--- src/rtl/dmem_ctrl.sv ---
// ---------------------------------------------------------------------------
// dmem_ctrl
//
// Multi-cycle load/store sequencer between the core memory stage and a
// byte-wide data memory. A single request (byte/half/word, load or store)
// is split into big-endian byte accesses on one byte port. Load bytes are
// reassembled and sign- or zero-extended. Requests that are misaligned,
// out of range or of illegal size are rejected without touching memory.
//
// Ports
//   clk, rst_n      clock, asynchronous active-low reset
//   req             request valid, sampled only while idle
//   we              1 = store, 0 = load
//   size            00 byte, 01 half, 10 word, 11 illegal
//   sign_ext        loads: 1 = sign-extend, 0 = zero-extend
//   addr, wdata     byte address, store data (low-order bytes for half/byte)
//   busy            high whenever the sequencer is not idle
//   done            one-cycle pulse ending every accepted request
//   err             valid with done; 1 = request rejected
//   rdata           load result, valid with done; 0 for stores and errors
//   mem_addr        byte address to the array
//   mem_re          byte read strobe, mem_rdata returns one cycle later
//   mem_we          byte write strobe, written on the same edge
//   mem_wdata       byte to write
//   mem_rdata       byte read data (1-cycle latency)
//   dbg_state       current FSM state (IDLE=0, READ=1, WRITE=2, RESP=3)
//
// Handshake: a request is accepted on the rising edge where the sequencer
// is idle and req=1; request fields need only be stable on that edge. The
// requester drops req in the done cycle; if req is still high then, the
// next request is accepted on the idle cycle that follows the response.
// ---------------------------------------------------------------------------
module dmem_ctrl #(
    parameter int ADDR_W = 14
) (
    input  logic              clk,
    input  logic              rst_n,
    input  logic              req,
    input  logic              we,
    input  logic [1:0]        size,
    input  logic              sign_ext,
    input  logic [31:0]       addr,
    input  logic [31:0]       wdata,
    output logic              busy,
    output logic              done,
    output logic              err,
    output logic [31:0]       rdata,
    output logic [ADDR_W-1:0] mem_addr,
    output logic              mem_re,
    output logic              mem_we,
    output logic [7:0]        mem_wdata,
    input  logic [7:0]        mem_rdata,
    output logic [1:0]        dbg_state
);

    typedef enum logic [1:0] {
        S_IDLE  = 2'd0,
        S_READ  = 2'd1,
        S_WRITE = 2'd2,
        S_RESP  = 2'd3
    } state_t;

    state_t             r_state;
    state_t             w_state_nxt;
    logic [2:0]         r_cnt;
    logic [2:0]         w_cnt_nxt;
    logic               r_we;
    logic [1:0]         r_size;
    logic               r_sign;
    logic               r_err;
    logic [ADDR_W-1:0]  r_base;
    logic [31:0]        r_wdata;
    logic [31:0]        r_rbuf;    // byte 0 in [31:24], byte 3 in [7:0]

    // ---------------- request decode (used only in IDLE) ----------------
    logic [1:0]         w_req_nm1;
    logic [ADDR_W-1:0]  w_req_limit;
    logic               w_req_oor;
    logic               w_req_err;

    always_comb begin
        case (size)
            2'b01:   w_req_nm1 = 2'd1;
            2'b10:   w_req_nm1 = 2'd3;
            default: w_req_nm1 = 2'd0;
        endcase
    end

    // Highest legal base address for this size; comparing against it
    // avoids computing addr+N-1 and keeps the check free of carries.
    assign w_req_limit = {ADDR_W{1'b1}} - {{(ADDR_W-2){1'b0}}, w_req_nm1};
    assign w_req_oor   = (|addr[31:ADDR_W]) || (addr[ADDR_W-1:0] > w_req_limit);

    assign w_req_err = (size == 2'b11)
                    || ((size == 2'b01) && addr[0])
                    || ((size == 2'b10) && (addr[1:0] != 2'b00))
                    || w_req_oor;

    // ---------------- latched request helpers ----------------
    logic [2:0] w_last;      // N-1
    logic [2:0] w_nbytes;    // N
    logic [7:0] w_wbyte;
    logic [31:0] w_load;
    logic       w_addr_en;

    always_comb begin
        case (r_size)
            2'b01:   w_last = 3'd1;
            2'b10:   w_last = 3'd3;
            default: w_last = 3'd0;
        endcase
    end

    assign w_nbytes = w_last + 3'd1;

    // Big-endian byte cnt of the sized store value.
    always_comb begin
        case (r_size)
            2'b10: begin
                case (r_cnt[1:0])
                    2'd0:    w_wbyte = r_wdata[31:24];
                    2'd1:    w_wbyte = r_wdata[23:16];
                    2'd2:    w_wbyte = r_wdata[15:8];
                    default: w_wbyte = r_wdata[7:0];
                endcase
            end
            2'b01:   w_wbyte = r_cnt[0] ? r_wdata[7:0] : r_wdata[15:8];
            default: w_wbyte = r_wdata[7:0];
        endcase
    end

    // Read assembly: the first byte fetched is the most significant.
    always_comb begin
        case (r_size)
            2'b10:   w_load = r_rbuf;
            2'b01:   w_load = {{16{r_sign & r_rbuf[31]}}, r_rbuf[31:16]};
            default: w_load = {{24{r_sign & r_rbuf[31]}}, r_rbuf[31:24]};
        endcase
    end

    // ---------------- FSM: next state and memory strobes ----------------
    always_comb begin
        w_state_nxt = r_state;
        w_cnt_nxt   = r_cnt;
        mem_re      = 1'b0;
        mem_we      = 1'b0;
        mem_wdata   = 8'h00;
        w_addr_en   = 1'b0;
        case (r_state)
            S_IDLE: begin
                if (req) begin
                    w_cnt_nxt = 3'd0;
                    if (w_req_err)
                        w_state_nxt = S_RESP;
                    else if (we)
                        w_state_nxt = S_WRITE;
                    else
                        w_state_nxt = S_READ;
                end
            end
            S_WRITE: begin
                mem_we    = 1'b1;
                mem_wdata = w_wbyte;
                w_addr_en = 1'b1;
                if (r_cnt == w_last) begin
                    w_cnt_nxt   = 3'd0;
                    w_state_nxt = S_RESP;
                end else begin
                    w_cnt_nxt = r_cnt + 3'd1;
                end
            end
            S_READ: begin
                // One extra cycle after the last strobe to catch its data.
                if (r_cnt != w_nbytes) begin
                    mem_re    = 1'b1;
                    w_addr_en = 1'b1;
                end
                if (r_cnt == w_nbytes) begin
                    w_cnt_nxt   = 3'd0;
                    w_state_nxt = S_RESP;
                end else begin
                    w_cnt_nxt = r_cnt + 3'd1;
                end
            end
            S_RESP: begin
                w_state_nxt = S_IDLE;
            end
            default: begin
                w_state_nxt = S_IDLE;
                w_cnt_nxt   = 3'd0;
            end
        endcase
    end

    // The range check guarantees base+cnt never passes the top of memory.
    assign mem_addr = w_addr_en ? (r_base + {{(ADDR_W-3){1'b0}}, r_cnt})
                                : {ADDR_W{1'b0}};

    // ---------------- state and datapath registers ----------------
    always_ff @(posedge clk or negedge rst_n) begin
        if (!rst_n) begin
            r_state <= S_IDLE;
            r_cnt   <= 3'd0;
            r_we    <= 1'b0;
            r_size  <= 2'b00;
            r_sign  <= 1'b0;
            r_err   <= 1'b0;
            r_base  <= {ADDR_W{1'b0}};
            r_wdata <= 32'h0;
            r_rbuf  <= 32'h0;
        end else begin
            r_state <= w_state_nxt;
            r_cnt   <= w_cnt_nxt;
            if ((r_state == S_IDLE) && req) begin
                r_we    <= we;
                r_size  <= size;
                r_sign  <= sign_ext;
                r_err   <= w_req_err;
                r_base  <= addr[ADDR_W-1:0];
                r_wdata <= wdata;
                r_rbuf  <= 32'h0;
            end
            if ((r_state == S_READ) && (r_cnt != 3'd0)) begin
                case (r_cnt)
                    3'd1:    r_rbuf[31:24] <= mem_rdata;
                    3'd2:    r_rbuf[23:16] <= mem_rdata;
                    3'd3:    r_rbuf[15:8]  <= mem_rdata;
                    default: r_rbuf[7:0]   <= mem_rdata;
                endcase
            end
        end
    end

    // ---------------- status outputs ----------------
    assign busy      = (r_state != S_IDLE);
    assign done      = (r_state == S_RESP);
    assign err       = (r_state == S_RESP) && r_err;
    assign rdata     = ((r_state == S_RESP) && !r_err && !r_we) ? w_load : 32'h0;
    assign dbg_state = r_state;

endmodule
--- config.mk ---
export PLATFORM = sky130hd
export DESIGN_NAME = dmem_ctrl
export DESIGN_NICKNAME = d
export VERILOG_FILES = /design/src/rtl/dmem_ctrl.sv
export SDC_FILE = /design/constraint.sdc
export NUM_CORES = 1
export LEC_CHECK = 0
export ABC_AREA = 0
export ABC_CLOCK_PERIOD_IN_PS = 2040
export CAP_MARGIN = 10
export CORE_MARGIN = 3
export CORE_UTILIZATION = 35
export DETAILED_ROUTE_END_ITERATION = 8
export HOLD_SLACK_MARGIN = 0.02
export SKIP_CTS_REPAIR_TIMING = 1
export SLEW_MARGIN = 20
export SYNTH_ARGS = -nofsm -noshare
export SYNTH_HDL_FRONTEND = slang
export SYNTH_SLANG_ARGS = --single-unit
--- constraint.sdc ---
create_clock -name clk -period 2.04 [get_ports clk]
set_input_delay 0.408 -clock clk [delete_from_list [all_inputs] [get_ports clk]]
set_output_delay 0.408 -clock clk [all_outputs]
set_load 0.05 [all_outputs]
==> results of run 1 <==
[path summary, 6_finish.rpt]
kind / endpoint / slack, ns
max: mem_addr[6] / -0.64
min: r_rbuf[18] / 0.004
max reg2reg: r_cnt[0] / 0.06
min reg2reg: r_rbuf[14] / 0.51
max in group asynchronous: r_wdata[4] / 1.41
min in group clk: r_rbuf[14] / 0.51
[cell usage in the layout (no fill, tap or decap), types with 3 or more instances in the layout]
master	n
ha_1	12
ha_2	3
a221oi_1	3
and4_1	4
nand4_1	6
inv_1	23
a21oi_4	17
bufinv_16	4
nor2_4	29
dfrtp_2	4
a221oi_2	12
xor2_2	3
a222oi_1	8
a221o_1	8
buf_12	37
buf_6	17
buf_8	8
nor2_2	7
dfrtp_1	84
o21ai_2	4
nand2_1	69
a21oi_1	4
clkdlybuf4s50_1	77
nor2b_1	3
clkbuf_16	13
ha_4	6
a21oi_2	3
buf_4	59
nand3_1	19
o21ai_1	18
xor2_1	4
mux2_2	55
nor3_1	5
o21ai_0	46
xnor2_1	6
nor4_1	4
[registers in the layout, summed over array words and instances, names as in the netlist]
name / count
r_err: 1
r_sign: 1
dbg_state: 2
r_size: 2
r_rbuf: 32
r_wdata: 32
r_cnt: 3
r_we: 1
r_base: 14
[critical path: stages, from the launching register on]
cell and delay [ns]:
dfrtp_2 0.46, ha_1 0.25, fa_2 0.38, a21o_1 0.26, nand4_1 0.16, xor2_2 0.20, nor2_4 0.07, buf_8 0.15
[per-layer routing]
layer / track usage [%] / vias to the layer above
li1: - / 2262
met1: 24.5 / 2350
met2: 31.2 / 162
met3: 3.71 / 25
met4: 8.26 / 0
met5: 0 / -
[synth_stat cells (5+ instances only)]
master | count | area [sq um]
o21ai_0 | 64 | 320
inv_1 | 26 | 97.6
nand2_1 | 71 | 267
mux2_2 | 55 | 619
a221o_1 | 8 | 80.1
buf_1 | 5 | 18.8
a222oi_1 | 8 | 80.1
nor3_1 | 6 | 30.0
nand4_1 | 6 | 37.5
xnor2_1 | 7 | 61.3
a221oi_1 | 16 | 140
clkbuf_1 | 24 | 90.1
buf_2 | 6 | 30.0
ha_1 | 21 | 263
nand3_1 | 19 | 95.1
dfrtp_1 | 88 | 2200
a21oi_1 | 24 | 120
xor2_1 | 6 | 52.6
nor2_1 | 38 | 143
[final cells by class]
class | count | area (sq um)
Clock buffer | 10 | 239
Multi-Input combinational cell | 386 | 3320
Fill cell | 1131 | 5450
Timing Repair Buffer | 202 | 2370
Clock inverter | 6 | 130
Sequential cell | 88 | 2210
Inverter | 26 | 100
Tap cell | 180 | 225
[cell families after synthesis]
group / Yosys count
AO/OA/AOI/OAI: 133
XOR/XNOR: 14
adder cells (fa/ha/maj): 22
buffers and inverters: 63
flip-flops: 88
multiplexers: 57
AND/OR/NAND/NOR: 160
[stage by stage]
| step | area [sq um] | hold WS [ns] | setup WS, ns |
|---|---|---|---|
| finish | 8590 | 0.00369 | -0.635 |
| global route | 8590 | 0.0339 | -0.689 |
| CTS | 8130 | 0.0179 | -0.695 |
| floorplan | 5640 | 0.112 | -0.351 |
| detailed placement | 7760 | 0.396 | -0.314 |
| global placement | 7760 | 0.374 | -0.260 |
[power by group through the flow]
stage / clock, mW / combinational [mW] / sequential, mW
2_1_floorplan: 0 / 5.23 / 2.92
4_1_cts: 2.07 / 7.88 / 3.01
6_report: 2.04 / 8.91 / 3.06
3_3_place_gp: 0 / 7.73 / 3.03
5_1_grt: 2.17 / 9.46 / 3.14
3_5_place_dp: 0 / 7.85 / 3.05
==> metrics, run 1 <==
outcome=finished, violations left; failing checks=setup timing; Syn-to-layout area delta=69.3%; H-tree level count=3; total power=14.0 mW; Antenna Violating Nets Remaining=0; non-filler cells, final=898; crit path time final=2.68 ns; GRT Util Overall=19.0%; WL met1=6610 microns; Clk pwr share=14.6%; clk buf depth=2; share of power burned in registers=21.9%; worst-case reg-to-reg path depth=8; crit path DAT=2.27 ns; Worst VDD drop=0.00106 V; Via-to-Cell Ratio=5.34; CP endpoint kind=output pin; Worst EP required=1.63 ns; post-synthesis cell area=0.00507 sq mm; clock latency on the worst-skew pair=0.34 ns; Syn Inst Count=537; Compound-Gate Fraction of Synth Area=16.6%; setup ws final=-0.635 ns; Relative slew margins=63.9%; Vias=4799; final setup violation count=55; FP Rows=43; Critical Path Source=r_cnt[0]; Synth Flop Type=dfrtp_1; metal3 WL=911 microns; startpoint types=flip-flop; First-pass DRT Iterations=6; RSZ-0062 raised after global routing=yes; maxcap violations=0; CTS tree=built; wire per inst=17.5 microns; Port Buffers=139; Core Util, Final=61.2%; switch share=44.1%; fin crit share=131%; worst slew pin tran=0.541 ns; I/O pin count=140; Switch Pwr=6.18 mW; placed insts=877; Post-synth EDFFs=0; CTS Sinks=88; Seq/Total Area, Yosys=43.4%; Setup TNS=-24.07 ns; Critical Path Fanout Max=5; Post-Synth XOR/XNOR Area=2.56%; WL final=15700 microns; ant diodes=0; worst clock skew=0.00872 ns; Final GP Congestion=0.866; Async SR Flop Fraction=100%; Synth Area in Adders=5.57%; width of the die=126 microns; die height=126 microns; number of synthesized register bits=88; power per cell area=1630 mW/mm^2; Num CTS Buffers=9; Synthesized Nets=638; Starting Density=36.1%; Leakage=3.54 nW; routed length on met2=7820 microns; mean post-synth cell area=9.45 sq um; Comb power frac=63.6%; Nets=814; vias in the first global route=4815; Initial DRC Count=425; mux share of post-synthesis cell area=12.6%; Internal Power=7.82 mW; share of post-route cells with drive strength above 1=41.8%; initial antenna violation count=0; clock root cell=clkbuf_16; drt drc=0; worst min path class=input pin to asynchronous set/reset pin; highest metal used=met4; DIE AREA=0.0160 sq mm; largest family of logic cells by synthesized area=compound AO/OA/AOI/OAI gates; reg2reg start=r_size[0]; Final Hold Viols=0; Synth cell types=41; CTS clk-pin slew, worst paths=0.07 ns; Final Max Tran Viols=0; Max Fclk=374 MHz; largest net degree at the start of global routing=42; synth warn=0; final global-route overflow total=0; first-pass GRT wire length=24900 microns; DP HPWL=11600 microns; post-synthesis simple-gate area fraction=14.2%; Core ar.=0.0140 sq mm; CP Class=flip-flop to output pin
Note: power is estimated with default switching activity, not from simulation.
==> run 2, diff against run 1 <==
- CORE_MARGIN: 3 -> 2
- DONT_BUFFER_PORTS: default -> 1
==> metrics, run 2 (synthesized netlist as in run 1, its figures left out) <==
outcome=finished, violations left; failing checks=hold timing, setup timing; Relative slew margins=67.1%; Num CTS Buffers=9; Critical Path Fanout Max=6; CTS Sinks=88; critical path depth=7; Worst EP required=1.63 ns; clk buf depth=2; GRT Util Overall=19.3%; Worst VDD drop=0.000979 V; first-pass GRT wire length=23900 microns; reg2reg start=r_size[0]; CP Class=flip-flop to output pin; Antenna Violating Nets Remaining=0; clock latency on the worst-skew pair=0.34 ns; Core ar.=0.0144 sq mm; Crit path max-delay family=compound AO/OA/AOI/OAI gates; total power=13.9 mW; die height=124 microns; Initial DRC Count=275; First-pass DRT Iterations=4; Setup TNS=-25.17 ns; final global-route overflow total=0; CP max stage delay=0.44 ns; I/O pin count=140; Worst path most repeated cell=buf_6; Via-to-Cell Ratio=5.50; H-tree level count=3; Critical Path Source=r_cnt[1]; final setup violation count=55; startpoint types=flip-flop; crit-path cells=buf_6 > ha_4 > buf_6 > a222oi_1 > o21ai_1 > a221oi_2 > nor2_4; Final Hold Viols=88; drt drc=0; Final GP Congestion=0.809; Max Fclk=381 MHz; Syn-to-layout area delta=55.3%; Vias=4456; worst clock skew=0.00642 ns; CTS tree=built; clock root cell=clkbuf_16; crit path time final=2.62 ns; DIE AREA=0.0155 sq mm; top flop regs=r_rbuf: 32 flops, r_wdata: 32 flops, r_base: 14 flops; power per cell area=1760 mW/mm^2; most common cell after layout, fill and taps aside=dfrtp_1; vias in the first global route=4665; ant diodes=0; worst-case reg-to-reg path depth=8; Starting Density=35.3%; crit path DAT=2.22 ns; FP Rows=44; reg-to-reg slack, setup=0.04 ns; CP max-delay cell=dfrtp_2; worst min path class=input pin to asynchronous set/reset pin; RSZ-0062 raised after global routing=yes; CP endpoint kind=output pin; share of post-route cells with drive strength above 1=48.9%; setup ws final=-0.584 ns; Nets=722; fill cell count=1182; wire per inst=19.2 microns; initial antenna violation count=0; WL final=15500 microns; Critical Path Sink=mem_wdata[5]; dpl ws=-0.304 ns; maxcap violations=0; width of the die=124 microns; CP Buf/Inv Count=2; largest net degree at the start of global routing=89; worst slew pin tran=0.494 ns; Critical R2R Capture=r_cnt[1]; Min Hold Slack=-0.243 ns; fin crit share=129%; CTS clk-pin slew, worst paths=0.07 ns; Port Buffers=0; Leakage=3.17 nW; most frequent cells in the layout=83 x dfrtp_1, 68 x nand2_1, 55 x mux2_2, 49 x buf_12, 48 x o21ai_0; Final Max Tran Viols=0; DP HPWL=10800 microns
## run 2: cell type report
| cell class | count | area (sq um) | area share [%] |
|---|---|---|---|
| clock buffer | 10 | 239 | 3.03 |
| clock inverter | 6 | 41.3 | 0.524 |
| inverter | 26 | 100 | 1.27 |
| multi-input combinational | 386 | 3480 | 44.1 |
| sequential | 88 | 2210 | 28.0 |
| tap | 184 | 230 | 2.92 |
| timing repair buffer | 110 | 1580 | 20.1 |
## run 2: metal layers
| metal | GRT usage (%) | routed length, microns | share of wire (%) | up-vias |
|---|---|---|---|---|
| met2 | 34.0 | 8190 | 53 | 139 |
| met1 | 22.3 | 6250 | 40 | 2225 |
| met4 | 5.29 | 190 | 1.2 | 0 |
| met3 | 6.36 | 915 | 5.9 | 15 |
| met5 | 0 | 0 | 0 | - |
| li1 | - | - | - | 2077 |
## run 2: worst reg2reg max path, stage by stage, from the launching register on
cell and delay, ns:
dfrtp_2 0.45, inv_2 0.08, ha_4 0.21, xor2_2 0.18, buf_4 0.14, a31o_1 0.21, nor2b_1 0.13, or3b_4 0.42
o21ai_2 0.11
## run 2: report_power, final
group	leakage, nW	switching (mW)	internal (mW)
registers	1.11	0.655	2.43
logic	1.92	5.02	4.18
clock network	0.143	0.708	0.865
total	3.17	6.39	7.48
## run 2: worst min-delay path by stage
stage          slack [ns]  cells after the start  start           end
5_1_grt             -0.27                      0  rst_n     r_base[9]
4_1_cts             -0.26                      0  rst_n     r_base[5]
3_3_place_gp         0.12                      0  rst_n          r_we
6_report            -0.24                      0  rst_n    r_rbuf[16]
3_5_place_dp         0.12                      0  rst_n         r_err
2_1_floorplan        0.11                      0  rst_n  dbg_state[0]
## run 2: stage by stage
stage | cells | util (%) | area [sq um]
2_1_floorplan | 537 | - | 5640
3_3_place_gp | 781 | 48.5 | 6970
3_5_place_dp | 781 | 48.5 | 6970
4_1_cts | 797 | 50.5 | 7250
5_1_grt | 810 | 54.8 | 7880
6_report | 810 | 54.8 | 7880
==> run 3, diff against run 2 <==
- SLEW_MARGIN: 20 -> default
==> results of run 3 <==
Same layout as run 2: the final DEF is identical, and so are final timing and power.
